<file path="config.mk">
export PLATFORM = sky130hd
export DESIGN_NAME = seq_lock_moore
export DESIGN_NICKNAME = d
export VERILOG_FILES = /design/src/rtl/seq_lock_pkg.sv /design/src/rtl/lock_timer.sv /design/src/rtl/seq_lock_moore.sv
export SDC_FILE = /design/constraint.sdc
export NUM_CORES = 1
export LEC_CHECK = 0
export CORE_UTILIZATION = 30
export CTS_BUF_LIST = sky130_fd_sc_hd__clkbuf_2
export DETAILED_ROUTE_END_ITERATION = 7
export DONT_BUFFER_PORTS = 1
export GPL_ROUTABILITY_DRIVEN = 0
export PLACE_DENSITY = 0.45
export SETUP_SLACK_MARGIN = 0.02
export SLEW_MARGIN = 20
export SYNTH_ARGS = -nofsm -noshare
export SYNTH_HDL_FRONTEND = slang
export SYNTH_SLANG_ARGS = --single-unit
</file>
<file path="constraint.sdc">
create_clock -name clk -period 5 [get_ports clk]
set_clock_uncertainty 0.1 [all_clocks]
set_input_delay 0.5 -clock clk [delete_from_list [all_inputs] [get_ports clk]]
set_output_delay 0.5 -clock clk [all_outputs]
set_load 0.02 [all_outputs]
</file>
<file path="src/rtl/seq_lock_pkg.sv">
// seq_lock_pkg: shared state type, default parameters and helpers for the sequence lock
package seq_lock_pkg;
  typedef enum logic [1:0] {IDLE, OPEN, LOCKOUT} state_e;
  localparam int SEQ_LEN_DEF = 4;
  localparam int SYM_W_DEF = 2;
  localparam logic [7:0] PATTERN_DEF = 8'h36;
  localparam int MAX_FAILS_DEF = 3;
  localparam int LOCK_CYCLES_DEF = 16;
  localparam int PAT_MAX_W = 64;
  localparam int SYM_MAX_W = 8;
  function automatic int cw(input int n);
    return (n > 1) ? $clog2(n) : 1;
  endfunction
  function automatic logic [SYM_MAX_W-1:0] sym_at(input logic [PAT_MAX_W-1:0] pattern, input int i, input int w);
    return SYM_MAX_W'(pattern >> (i * w));
  endfunction
endpackage

</file>
<file path="src/rtl/lock_timer.sv">
// lock_timer: loadable down-counter that saturates at zero and flags done
module lock_timer #(
  parameter int W = 4
) (
  input  logic         clk,
  input  logic         rst_n,
  input  logic         load,
  input  logic [W-1:0] load_val,
  input  logic         en,
  output logic         done
);
  logic [W-1:0] cnt_q, cnt_d;
  assign done = (cnt_q == '0);
  always_comb cnt_d = load ? load_val : (en && !done) ? cnt_q - W'(1) : cnt_q;
  always_ff @(posedge clk)
    if (!rst_n) cnt_q <= '0;
    else cnt_q <= cnt_d;
endmodule

</file>
<file path="src/rtl/seq_lock_moore.sv">
// seq_lock_moore: programmable Moore sequence lock with failure counting and timed lockout
module seq_lock_moore
  import seq_lock_pkg::*;
#(
  parameter int SEQ_LEN = SEQ_LEN_DEF,
  parameter int SYM_W = SYM_W_DEF,
  parameter logic [SEQ_LEN*SYM_W-1:0] PATTERN = PATTERN_DEF,
  parameter int MAX_FAILS = MAX_FAILS_DEF,
  parameter int LOCK_CYCLES = LOCK_CYCLES_DEF
) (
  input  logic                          clk,
  input  logic                          rst_n,
  input  logic                          sym_valid,
  input  logic [SYM_W-1:0]              sym,
  input  logic                          cfg_load,
  input  logic [SEQ_LEN*SYM_W-1:0]      cfg_pattern,
  output logic                          P1,
  output logic                          P2,
  output logic [$clog2(SEQ_LEN+1)-1:0]  progress
);
  localparam int PAT_W = SEQ_LEN * SYM_W;
  localparam int IDX_W = cw(SEQ_LEN);
  localparam int FAIL_W = cw(MAX_FAILS + 1);
  localparam int TMR_W = cw(LOCK_CYCLES);
  localparam int PROG_W = $clog2(SEQ_LEN + 1);
  state_e             state_q, state_d;
  logic [IDX_W-1:0]   idx_q, idx_d;
  logic [FAIL_W-1:0]  fail_q, fail_d, fail_inc;
  logic [PAT_W-1:0]   pat_q, pat_d;
  logic [SYM_W-1:0]   cur_sym, first_sym;
  logic               tmr_load, tmr_done;
  assign cur_sym = SYM_W'(sym_at(PAT_MAX_W'(pat_q), int'(idx_q), SYM_W));
  assign first_sym = SYM_W'(sym_at(PAT_MAX_W'(pat_q), 0, SYM_W));
  assign fail_inc = fail_q + FAIL_W'(1);
  lock_timer #(.W(TMR_W)) u_timer (
    .clk      (clk),
    .rst_n    (rst_n),
    .load     (tmr_load),
    .load_val (TMR_W'(LOCK_CYCLES - 1)),
    .en       (state_q == LOCKOUT),
    .done     (tmr_done)
  );
  always_comb begin
    state_d = state_q;
    idx_d = idx_q;
    fail_d = fail_q;
    pat_d = pat_q;
    tmr_load = 1'b0;
    if (state_q == LOCKOUT) begin
      if (tmr_done) begin
        state_d = IDLE;
        fail_d = '0;
      end
    end else if (cfg_load) begin
      pat_d = cfg_pattern;
      idx_d = '0;
      fail_d = '0;
      state_d = IDLE;
    end else if (state_q == OPEN) begin
      state_d = IDLE;
    end else if (sym_valid) begin
      if (sym == cur_sym) begin
        idx_d = (idx_q == IDX_W'(SEQ_LEN - 1)) ? '0 : idx_q + IDX_W'(1);
        fail_d = (idx_q == IDX_W'(SEQ_LEN - 1)) ? '0 : fail_q;
        state_d = (idx_q == IDX_W'(SEQ_LEN - 1)) ? OPEN : IDLE;
      end else if (fail_inc == FAIL_W'(MAX_FAILS)) begin
        fail_d = fail_inc;
        idx_d = '0;
        state_d = LOCKOUT;
        tmr_load = 1'b1;
      end else begin
        // restart, letting the offending symbol start a fresh attempt
        fail_d = fail_inc;
        idx_d = (sym == first_sym) ? IDX_W'(1) : '0;
      end
    end
  end
  always_ff @(posedge clk)
    if (!rst_n) begin
      state_q <= IDLE;
      idx_q <= '0;
      fail_q <= '0;
      pat_q <= PATTERN;
    end else begin
      state_q <= state_d;
      idx_q <= idx_d;
      fail_q <= fail_d;
      pat_q <= pat_d;
    end
  assign P1 = (state_q == OPEN);
  assign P2 = (state_q == LOCKOUT);
  assign progress = (state_q == IDLE) ? PROG_W'(idx_q) : '0;
endmodule

</file>
==> flow_summary.toml, run 1 <==
[timing]
report.final.hold_viol_count = 0
final_min_period_over_clock_period_pct = 43.92
max_slew.worst_pin.slew_ns = 0.6103
setup-tns-final_ns = 0
final-max-slew-violation-count = 0
slew-limit-headroom_pct = 59.23
max_freq_mhz = 455.4
timing.final.setup_violations = 0
setup_repair_after_global_routing_missed_its_margin = "false"
period_minus_slack_ns = 2.196

[layout]
diodes = 0
area_taken_by_flip_flops_and_latches_um2 = 360.3
share_of_post_route_cells_with_drive_strength_above_1_pct = 8.000
postLayoutCellArea_um2 = 1119
layout_commonest_cell = "nand2_1"
finalNonFillerCells = 171
multi_input_area_um2 = 655.6
nets = 147
fillers = 384
area_growth_pct = 5.424
layout.cells.most_common_list = "22 x nand2_1, 18 x dfxtp_1, 8 x nand3_1, 8 x a21oi_1, 7 x ha_1"

[drt]
wire_per_inst_um = 13.96
drt_first_pass_iters = 4
via_count = 873
route.antenna.remaining_nets = 0
wirelength_um = 2387
viasPerCell = 5.105
drc = 0
drt_first_iter_violations = 22

[global_route]
overflow = 0
antenna_found_initial = 0
maximum_number_of_pins_on_one_net_before_global_route_repair = 16
first_global_vias = 771
grt_util_all_layers_pct = 13.66
grt_first_pass_wirelength_um = 3657

[worst_setup_path]
cp_slowest_cell = "nor4b_2"
worst-path-buf-inv = 1
cp.arrival_ns = 2.36
rrSetupSlack_ns = 2.80
crit-reg2reg-capture = "u_timer.cnt_q[1]"
timing.critical_path.to_type = "flop"
cell_family_contributing_the_most_delay_on_the_critical_path = "simple AND/OR/NAND/NOR gates"
crit_path_max_incr_delay_ns = 0.63
worst_setup_path_start_kind = "flop"
worstSetupPathType = "flop to flop"
cp_max_fo = 12
timing.critical_path.cells = "inv_1 -> ha_1 -> nor4b_2 -> nand2_1 -> a21oi_1 -> o31a_1"
required_ns = 5.17
r2r_cells = 6
rr_startpoint = "state_q[0]"

[cts]
cts_num_sinks = 18
worst_skew_pair.late_latency_ns = 0.31
worst_setup_hold_path_clk_slew_ns = 0.17
clk_root_buffer_cell = "clkbuf_2"
post_cts_buffers = 0
cts_resized = 0
cts-hold-fix-buffers = 0
cts_htree_levels = 1
clock_path_buffers = 2
cts_tree = "yes"
tritoncts.num_buffers = 3

[placed_design]
dp.final_hpwl_um = 1804
dpl-instance-area_um2 = 1100
place.port_buffers = 0
place.detailed.instances = 167

[outcome]
outcome = "finished clean"

[yosys]
synth_top_cells_by_area = "dfxtp_1 34%, ha_1 8.3%, nand2_1 7.8%"
post_synthesis_simple_gate_area_fraction_pct = 24.65
synth_top_family_by_area = "simple AND/OR/NAND/NOR gates"
synth.yosys.warnings = 0
post_synthesis_xor_xnor_area_fraction_pct = 7.193
synth.yosys.seq_area_share_pct = 33.96
post_syn_area_um2 = 1061
yosysTopAreaCell = "dfxtp_1"
syn_avg_cell_area_um2 = 8.488
netlist_instances = 125
synth_compound_area_share_pct = 17.10
postSynthNetCount = 146
ys_ff_latch = 18
synth.distinct_cells = 38
synth.mux.area_fraction_pct = 4.245
post-synth-top-area-fraction_pct = 33.96
synth_adder_area_share_pct = 8.255

[hold_path]
number_of_cells_traversed_by_the_worst_hold_path = 1
worst_hold_endpoint = "pat_q[5]"
hold_path_class = "input pin to flop"
holdCritStartpoint = "rst_n"

[die]
die_w_um = 61.47
core_um2 = 3363
initial_core_util_pct = 31.55
io-pin-count = 19
rows = 21
chipHeight_um = 61.47
die_area_um2 = 3779

[power_and_ir_drop]
p_leak_nw = 0.4195
ir_worst_vdd_mv = 0.1436
power_per_cell_area_nw_per_um2 = 230.6

[run]
max_cap_violations = 0
==> worst max-delay path by stage <==
stage / from / to / slack, ns / cells past startpoint
after detailed placement: state_q[0] / u_timer.cnt_q[1] / 2.84 / 6
after global placement: state_q[0] / state_q[0] / 2.88 / 5
after global routing: state_q[0] / idx_q[0] / 2.58 / 6
after CTS: state_q[0] / u_timer.cnt_q[1] / 2.79 / 6
after floorplan: state_q[0] / idx_q[0] / 3.02 / 7
final: state_q[0] / u_timer.cnt_q[1] / 2.80 / 6
==> state kept, by name, summed over array words and instances (netlist names) <==
name           cells
u_timer.cnt_q      4
pat_q              8
state_q            2
idx_q              2
fail_q             2
==> power by group <==
group | total, W | internal, W | switching (W)
Clock | 0.0000640 | 0.0000174 | 0.0000467
Sequential | 0.000153 | 0.000149 | 0.00000395
Combinational | 0.0000408 | 0.0000165 | 0.0000243
==> synth_stat cells (all sizes together) <==
library cell and count:
a21oi 8, a31oi 6, and2 2, and3 1, buf 1, clkbuf 3
conb 1, dfxtp 18, ha 7, inv 7, mux4 2, nand2 22
nand3 8, nand4 2, nor2 3, nor2b 2, nor3 2, nor3b 1
nor4b 2, o211ai 3, o21a 3, o21ai 3, o221a 1, o22ai 1
o311ai 1, o31a 1, o32ai 1, or2 1, or3 3, or3b 1
or4 1, xnor2 3, xor2 4
==> per-layer routing <==
metal	wire length (um)	vias to the layer above	global-route usage, %
met5	0	-	0
met4	35	0	5.714
met3	148	4	3.151
met2	1028	22	20.65
met1	1174	401	18.68
li1	-	446	-
==> stage by stage <==
stage	power, W	utilization, %	hold WS (ns)	setup slack (ns)
floorplan	0.0001902	-	0.3332	3.019
global placement	0.0001972	32.70	0.3422	2.882
detailed placement	0.0001971	32.70	0.3458	2.842
CTS	0.0002606	33.26	0.1410	2.793
global route	0.0002725	33.26	0.1179	2.581
finish	0.0002580	33.26	0.1507	2.804
==> final cells by class <==
cell class              instances  area share [%]
inverters                       7           2.349
well taps                      46           5.145
clock inverters                 1          0.3356
multi-input cells              96           58.61
clock buffers                   3           1.342
flip-flops and latches         18           32.21
==> cell families (layout without fill, tap and decap cells) <==
kind of cell             Yosys count  in the layout
flip-flops                        18             18
AND/OR/NAND/NOR                   51             51
XOR/XNOR                           7              7
AO/OA/AOI/OAI                     28             28
adder cells (fa/ha/maj)            7              7
multiplexers                       2              2
buffers and inverters             11             11
other                              1              1
(Power assumes the default switching activity.)
==> run 2, diff against run 1 <==
Clock period 5 ns to 2.2 ns, I/O delays scaled along.
==> run 2 against run 1 <==
Fmax is 11% higher. Design area is 12% higher. Utilization is 3.8 points higher. Combinational power grew to 2.8 times the previous value. Setup slack worse by 2.6 ns. Clock power is 130% higher. Power is 140% higher. First-iteration DRC count grew to 2.5 times the previous value. Non-clock buffer count is 14 higher.
==> flow_summary.toml, run 2 (synthesized netlist as in run 1, its figures left out) <==
[outcome]
outcome = "finished clean"

[worst_setup_path]
cp.arrival_ns = 2.13
crit_path_max_incr_delay_ns = 0.57
timing.critical_path.cells = "mux4_2 -> xor2_1 -> or4_1 -> o311ai_1"
timing.critical_path.to_type = "flop"
worstSetupPathType = "flop to flop"
worst_setup_path_start_kind = "flop"
required_ns = 2.35
cp_max_fo = 6
cp_slowest_cell = "mux4_2"

[drt]
viasPerCell = 5.141
route.antenna.remaining_nets = 0
drt_first_pass_iters = 4
wirelength_um = 2597
drc = 0
drt_first_iter_violations = 55
wire_per_inst_um = 14.04
via_count = 951

[cts]
clock_path_buffers = 2
clk_root_buffer_cell = "clkbuf_2"
cts_num_sinks = 18
worst_setup_hold_path_clk_slew_ns = 0.19
worst_skew_pair.late_latency_ns = 0.32
cts_htree_levels = 1
cts_tree = "yes"
tritoncts.num_buffers = 3

[global_route]
overflow = 0
first_global_vias = 869
antenna_found_initial = 0
grt_first_pass_wirelength_um = 4050
grt_util_all_layers_pct = 15.13
maximum_number_of_pins_on_one_net_before_global_route_repair = 14

[die]
io-pin-count = 19
core_um2 = 3363
initial_core_util_pct = 31.55
rows = 21
chipHeight_um = 61.47
die_w_um = 61.47
die_area_um2 = 3779

[power_and_ir_drop]
power.share.switching_pct = 29.56
power.sequential.fraction_pct = 56.9
clock_power_share_pct = 24.4
power.net_switching_w = 0.0001814
internal_power_w = 0.0004321
p_leak_nw = 0.4839
ir_worst_vdd_mv = 0.2610
power_per_cell_area_nw_per_um2 = 491.7
power.share.combinational_pct = 18.7

[timing]
setup-tns-final_ns = 0
final_min_period_over_clock_period_pct = 90.26
setup_slack_ns = 0.2143
period_minus_slack_ns = 1.986
timing.final.setup_violations = 0
whs_ns = 0.07421
setup_repair_after_global_routing_missed_its_margin = "false"
max_freq_mhz = 503.6
report.final.hold_viol_count = 0
max_slew.worst_pin.slew_ns = 0.6239
slew-limit-headroom_pct = 58.32
final-max-slew-violation-count = 0

[layout]
layout.cells.most_common_list = "22 x nand2_1, 17 x dfxtp_1, 9 x dlygate4sd3_1, 8 x nand3_1, 8 x a21oi_1"
finish.utilization_pct = 37.09
share_of_post_route_cells_with_drive_strength_above_1_pct = 11.51
diodes = 0
largest_register_ffs = 8
nets = 161
registers.top_by_ff_count = "pat_q"
area_growth_pct = 17.57
layout_commonest_cell = "nand2_1"
finalNonFillerCells = 185
largestRegisters = "pat_q (8), u_timer.cnt_q (4)"

[run]
max_cap_violations = 0

[placed_design]
place.detailed.instances = 172
dp_worst_setup_slack_ns = 0.1425
place.port_buffers = 0
dp.final_hpwl_um = 1883

[hold_path]
hold_path_class = "input pin to flop"
-- run 2: cell types whose count changed in the layout (fill, tap and decap cells not counted) --
cell | before | now
dfxtp_2 | 0 | 1
buf_4 | 0 | 5
dlygate4sd3_1 | 0 | 9
dfxtp_1 | 18 | 17
-- run 2: worst max-delay path, delay by kind of cell (launching register included) --
kind / cells / cell delay (ns)
DFF: 1 / 0.44
muxes: 1 / 0.57
xor gates and xnor gates: 1 / 0.19
and+or+nand+nor: 1 / 0.52
AOI/OAI and AO/OA: 1 / 0.10
-- run 2: path summary, 6_finish.rpt --
kind | slack (ns) | from | depth (start not counted) | endpoint
worst max-delay path | 0.21 | idx_q[0] | 4 | state_q[0]
worst min-delay path | 0.07 | cfg_load | 2 | state_q[0]
worst min register to register | 0.37 | pat_q[6] | 2 | pat_q[6]
worst max register to register | 0.21 | idx_q[0] | 4 | state_q[0]
-- run 2: power by group through the flow --
stage | Sequential, W | Combinational [W] | Clock (W)
after floorplan | 0.000353 | 0.0000795 | 0
after global placement | 0.000356 | 0.0000967 | 0
after detailed placement | 0.000356 | 0.0000970 | 0
after CTS | 0.000349 | 0.000114 | 0.000156
after global routing | 0.000351 | 0.000126 | 0.000170
final | 0.000349 | 0.000115 | 0.000150
-- run 2: routing by layer --
layer	wire (um)	vias up	global-route usage, %	part of all wire, %
met5	0	-	0	0
met4	36	0	6.667	1.4
li1	-	472	-	-
met3	143	4	3.361	5.5
met2	1172	30	23.29	45
met1	1244	445	20.33	48
-- run 2: cell type report --
type / count / area [um^2]
multi-input cells: 96 / 655.6
flip-flops and latches: 18 / 361.6
clock buffers: 3 / 15.01
well taps: 46 / 57.56
repair buffers: 14 / 127.6
inverters: 7 / 26.28
fillers: 397 / 2116
clock inverters: 1 / 3.754
-- run 2: what timing repair did --
action / 4_1_cts / 5_1_grt
buffers inserted: 0 / 0
endpoints found under the setup margin: 0 / 2
resized for setup: 0 / 1
hold buffers: 9 / 0
hold endpoints to repair: 16 / 0
-- run 2: metrics by stage --
step | total power, W | cell area [um^2]
floorplan | 0.0004322 | 1061
global placement | 0.0004523 | 1137
detailed placement | 0.0004528 | 1137
CTS | 0.0006190 | 1246
global route | 0.0006466 | 1247
finish | 0.0006134 | 1247
==> run 3, diff against run 2 <==
Settings changed: CORE_UTILIZATION 30 to 33, PLACE_DENSITY 0.45 to 0.48.
==> run 3 against run 2 <==
Design area shrank 0.20%. Sequential power is essentially flat. First-iteration DRC count down 62%.
==> flow_summary.toml, run 3 (synthesized netlist as in run 1, its figures left out) <==
[drt]
wirelength_um = 2418
drt_first_pass_iters = 4
via_count = 937
drt_first_iter_violations = 21
route.antenna.remaining_nets = 0
wire_per_inst_um = 13.21
viasPerCell = 5.120
drc = 0

[global_route]
overflow = 0
grt_util_all_layers_pct = 15.58
first_global_vias = 898
grt_first_pass_wirelength_um = 3946
antenna_found_initial = 0
maximum_number_of_pins_on_one_net_before_global_route_repair = 14

[worst_setup_path]
worstSetupPathType = "flop to flop"
timing.critical_path.to_type = "flop"
worst-path-buf-inv = 0
crit-reg2reg-capture = "state_q[0]"
r2r_cells = 4
critical_path_cell_count = 4
required_ns = 2.34
rr_startpoint = "idx_q[0]"
cell_family_contributing_the_most_delay_on_the_critical_path = "multiplexers"
timing.critical_path.cells = "mux4_2 -> xor2_1 -> or4_1 -> o311ai_1"
startpoint = "idx_q[0]"
crit_path_max_incr_delay_ns = 0.57
cp_slowest_cell = "mux4_2"
worst_setup_path_endpoint = "state_q[0]"
rrSetupSlack_ns = 0.22
worst_setup_path_start_kind = "flop"
cp_max_fo = 6
cp.arrival_ns = 2.12

[outcome]
outcome = "finished clean"

[power_and_ir_drop]
power_per_cell_area_nw_per_um2 = 491.2
power.net_switching_w = 0.0001794
clock_power_share_pct = 24.3
ir_worst_vdd_mv = 0.2481
internal_power_w = 0.0004321
p_leak_nw = 0.4839
power.sequential.fraction_pct = 57.0
power.share.combinational_pct = 18.7
power.share.switching_pct = 29.34

[die]
rows = 20
core_um2 = 3053
chipHeight_um = 58.70
die_area_um2 = 3446
die_w_um = 58.70
io-pin-count = 19
initial_core_util_pct = 34.75

[cts]
worst_setup_hold_path_clk_slew_ns = 0.18
worst_skew_pair.late_latency_ns = 0.31
clk_root_buffer_cell = "clkbuf_2"
cts_htree_levels = 1
tritoncts.num_buffers = 3
cts_tree = "yes"
cts_num_sinks = 18
clock_path_buffers = 2

[timing]
timing.final.setup_violations = 0
report.final.hold_viol_count = 0
whs_ns = 0.07853
max_slew.worst_pin.slew_ns = 0.5818
final_min_period_over_clock_period_pct = 90.18
max_freq_mhz = 504.1
period_minus_slack_ns = 1.984
slew-limit-headroom_pct = 61.13
setup-tns-final_ns = 0
final-max-slew-violation-count = 0
setup_repair_after_global_routing_missed_its_margin = "false"

[layout]
diodes = 0
largest_register_ffs = 8
fillers = 328
largestRegisters = "pat_q (8), u_timer.cnt_q (4)"
share_of_post_route_cells_with_drive_strength_above_1_pct = 11.51
layout_commonest_cell = "nand2_1"
area_growth_pct = 17.33
nets = 161
layout.cells.most_common_list = "22 x nand2_1, 17 x dfxtp_1, 9 x dlygate4sd3_1, 8 x nand3_1, 8 x a21oi_1"
registers.top_by_ff_count = "pat_q"

[hold_path]
holdCritStartpoint = "cfg_load"
hold_path_class = "input pin to flop"

[run]
max_cap_violations = 0

[placed_design]
dp.final_hpwl_um = 1802
place.port_buffers = 0
## run 3: cell counts in the layout (fill, tap and decap cells not counted)
Identical to the previous run, type by type.
## run 3: worst reg2reg max path, stage by stage, from the launching register on
cell and delay (ns):
dfxtp_2 0.43, mux4_2 0.57, xor2_1 0.19, or4_1 0.52
o311ai_1 0.09
## run 3: area by class of cell
class	instances	area, um^2	area share, %
clock buffers	3	15.01	1.206
clock inverters	1	3.754	0.3015
inverters	7	26.28	2.111
multi-input cells	96	655.6	52.66
flip-flops and latches	18	361.6	29.05
well taps	44	55.05	4.422
repair buffers	14	127.6	10.25
## run 3: power by group through the flow
stage | clock network, W | registers [W] | logic, W
after detailed placement | 0 | 0.000355 | 0.0000970
after global placement | 0 | 0.000356 | 0.0000961
after global routing | 0.000168 | 0.000352 | 0.000128
final | 0.000149 | 0.000349 | 0.000114
after CTS | 0.000154 | 0.000349 | 0.000114
after floorplan | 0 | 0.000353 | 0.0000795
## run 3: worst min path at each step
stage | slack, ns | depth (start not counted) | to
6_report | 0.08 | 2 | state_q[0]
5_1_grt | 0.08 | 2 | state_q[0]
4_1_cts | 0.07 | 2 | state_q[0]
3_5_place_dp | 0.20 | 1 | pat_q[5]
3_3_place_gp | 0.19 | 1 | pat_q[1]
2_1_floorplan | 0.24 | 2 | pat_q[1]
## run 3: timing repair
action	in CTS	in global routing
resized for setup	0	1
hold buffers	9	0
endpoints found under the setup margin	0	1
setup buffers	0	0
endpoints found under the hold margin	16	0
## run 3: through the flow
stage          area (um^2)  std cells  total power [W]  utilization (%)  worst slack, ns
2_1_floorplan         1061        125        0.0004322                -           0.2185
3_3_place_gp          1135        170        0.0004517            37.17           0.1997
3_5_place_dp          1135        170        0.0004525            37.17           0.1548
4_1_cts               1244        183        0.0006174            40.74           0.1146
5_1_grt               1245        183        0.0006472            40.78           0.1311
6_report              1245        183        0.0006115            40.78           0.2161
## run 3: layer usage
metal | vias to the layer above | wire length [um] | GRT usage [%] | share of wire [%]
li1 | 476 | - | - | -
met1 | 429 | 1134 | 19.57 | 47
met2 | 27 | 1049 | 24.79 | 43
met3 | 5 | 192 | 5.055 | 7.9
met4 | 0 | 41 | 6.122 | 1.7
met5 | - | 0 | 0 | 0
==> RTL change, RTL diff (config.mk and constraints of run 3) <==
Register the outputs `P1`, `P2` and `progress`, with the module's reset; this adds one clock of latency there.
--- a/src/rtl/seq_lock_moore.sv
+++ b/src/rtl/seq_lock_moore.sv
@@ -88,7 +88,15 @@
       pat_q <= pat_d;
     end
-  assign P1 = (state_q == OPEN);
-  assign P2 = (state_q == LOCKOUT);
-  assign progress = (state_q == IDLE) ? PROG_W'(idx_q) : '0;
+  always_ff @(posedge clk) begin
+    if (!rst_n) begin
+      P1       <= '0;
+      P2       <= '0;
+      progress <= '0;
+    end else begin
+      P1       <= (state_q == OPEN);
+      P2       <= (state_q == LOCKOUT);
+      progress <= (state_q == IDLE) ? PROG_W'(idx_q) : '0;
+    end
+  end
 endmodule
 
Function: changed (a bounded check fails within 4 cycles, from zero or initial values and one cycle with rst_n low).
==> RTL change against run 3 <==
  * Power increased by 37%
  * Worst setup slack worse by 29 ps
  * Routed wire length is 0.25% higher
  * Final area is 8.1% higher
  * Area after synthesis increased by 7.4%
  * Maximum frequency down 1.5%
  * Utilization rose by 1.9 points
  * Sequential cell count up 4
  * Clock power increased by 94%
==> RTL change: results (changes against run 3) <==
### GRT
* wire length of the first global-routing pass: 4.18 mm, was 3.95 mm
* total track usage: 15.6%, about the same
* maximum number of pins on one net before global-route repair: 18, was 14
* vias in the first global route: 964, was 898
* antenna violations before repair: 0, unchanged

### Cells and area
* number of fillers in the final layout: 341, was 328
* number of nets in the layout: 167, was 161
* share of cells above drive strength 1: 8.90%, was 11.5%

### Routing
* Detailed Route Iter0 Violations: 40, was 21
* routed vias/inst: 4.96, was 5.12

### Timing
* Hold WS: 27.8 ps, was 78.5 ps
* worst relative slew slack: 61.6%, was 61.1%

### Synth
* number of different library cells in the post-synthesis netlist: 40, was 38
* syn nets: 155, was 146
* ranking of synthesized cells by instance count: sky130_fd_sc_hd__nand2_1, sky130_fd_sc_hd__dfxtp_1, sky130_fd_sc_hd__a21oi_1, sky130_fd_sc_hd__inv_1, was sky130_fd_sc_hd__nand2_1, sky130_fd_sc_hd__dfxtp_1, sky130_fd_sc_hd__a21oi_1, sky130_fd_sc_hd__nand3_1, sky130_fd_sc_hd__ha_1
* sequential area share after synthesis: 38.6%, was 34.0%

### Place
* pre-CTS WS: 144 ps, was 155 ps

### Worst hold path
* number of instances on the worst hold path: 3, was 2

### Worst setup path
* Worst path slowest cell: sky130_fd_sc_hd__or4b_1, was sky130_fd_sc_hd__mux4_2
* endpoint of the worst-slack reg-to-reg timing path: idx_q[1]$_SDFFE_PN0P_, was state_q[0]$_SDFFE_PN0P_
* Critical Path Max Stage Delay: 520 ps, was 570 ps
* CP delay by family, top: simple AND/OR/NAND/NOR gates, was multiplexers
* Worst Reg2Reg Path Length in Cells: 6, was 4

### Outcome
* outcome: complete, no violations, unchanged

### Power
* leakage power figure: 0.506 nW, was 0.484 nW
* Peak VDD IR: 247 uV, was 248 uV

### CTS
* clock-pin transition on the worst setup and hold timing paths: 230 ps, was 180 ps
* clk_lat worst skew: 340 ps, was 310 ps

-- RTL change: report_power, final --
group | total [mW] | internal (mW) | switching [mW]
combinational | 0.121 | 0.0590 | 0.0622
sequential | 0.427 | 0.415 | 0.0119
clock | 0.289 | 0.157 | 0.132
-- RTL change: per-layer routing --
| metal | GRT usage, % | vias up | share of wire [%] |
|---|---|---|---|
| met4 | 5.84 | 0 | 1.1 |
| met2 | 26.1 | 19 | 45 |
| met3 | 3.62 | 4 | 3.8 |
| met1 | 19.5 | 437 | 50 |
| met5 | 0 | - | 0 |
| li1 | - | 482 | - |
-- RTL change: cell type report --
class,instances,area (sq um),area share [%]
multi-input combinational,99,643,47.8
sequential,22,442,32.8
timing repair buffer,14,135,10.0
tap,44,55.1,4.09
clock inverter,1,30.0,2.23
inverter,7,26.3,1.95
clock buffer,3,15.0,1.12
-- RTL change: worst min path at each step --
stage                        start                     end
floorplan           cfg_pattern[1]   pat_q[1]$_SDFFE_PN1P_
global placement             rst_n   pat_q[1]$_SDFFE_PN1P_
detailed placement           rst_n   pat_q[2]$_SDFFE_PN1P_
CTS                       cfg_load  fail_q[0]$_SDFFE_PN0P_
global route              cfg_load  fail_q[1]$_SDFFE_PN0P_
finish                    cfg_load  fail_q[1]$_SDFFE_PN0P_
-- RTL change: worst min-delay path: stages --
cell and delay (ps):
sky130_fd_sc_hd__nor2_1 50, sky130_fd_sc_hd__nand4b_1 100, sky130_fd_sc_hd__mux2i_1 70
-- RTL change: stage by stage --
step	instances	cell area, sq um
3_5_place_dp	174	1170
5_1_grt	190	1350
6_report	190	1350
4_1_cts	189	1330
2_1_floorplan	135	1140
3_3_place_gp	174	1170
-- RTL change: repair_timing --
item,in CTS,in global routing
endpoints found under the setup margin,0,9
gates resized for setup,0,3
hold endpoints to repair,17,3
hold buffers,11,1
setup buffers,0,0
-- RTL change: logic make-up after synthesis --
kind of cell    share of synthesized area, %
compound gates                          13.6
xor+xnor                                6.15
fa+ha+maj                               6.59
buf+inv                                 5.60
flops                                   38.6
mux                                     4.39
other cells                            0.329
simple gates                            24.7
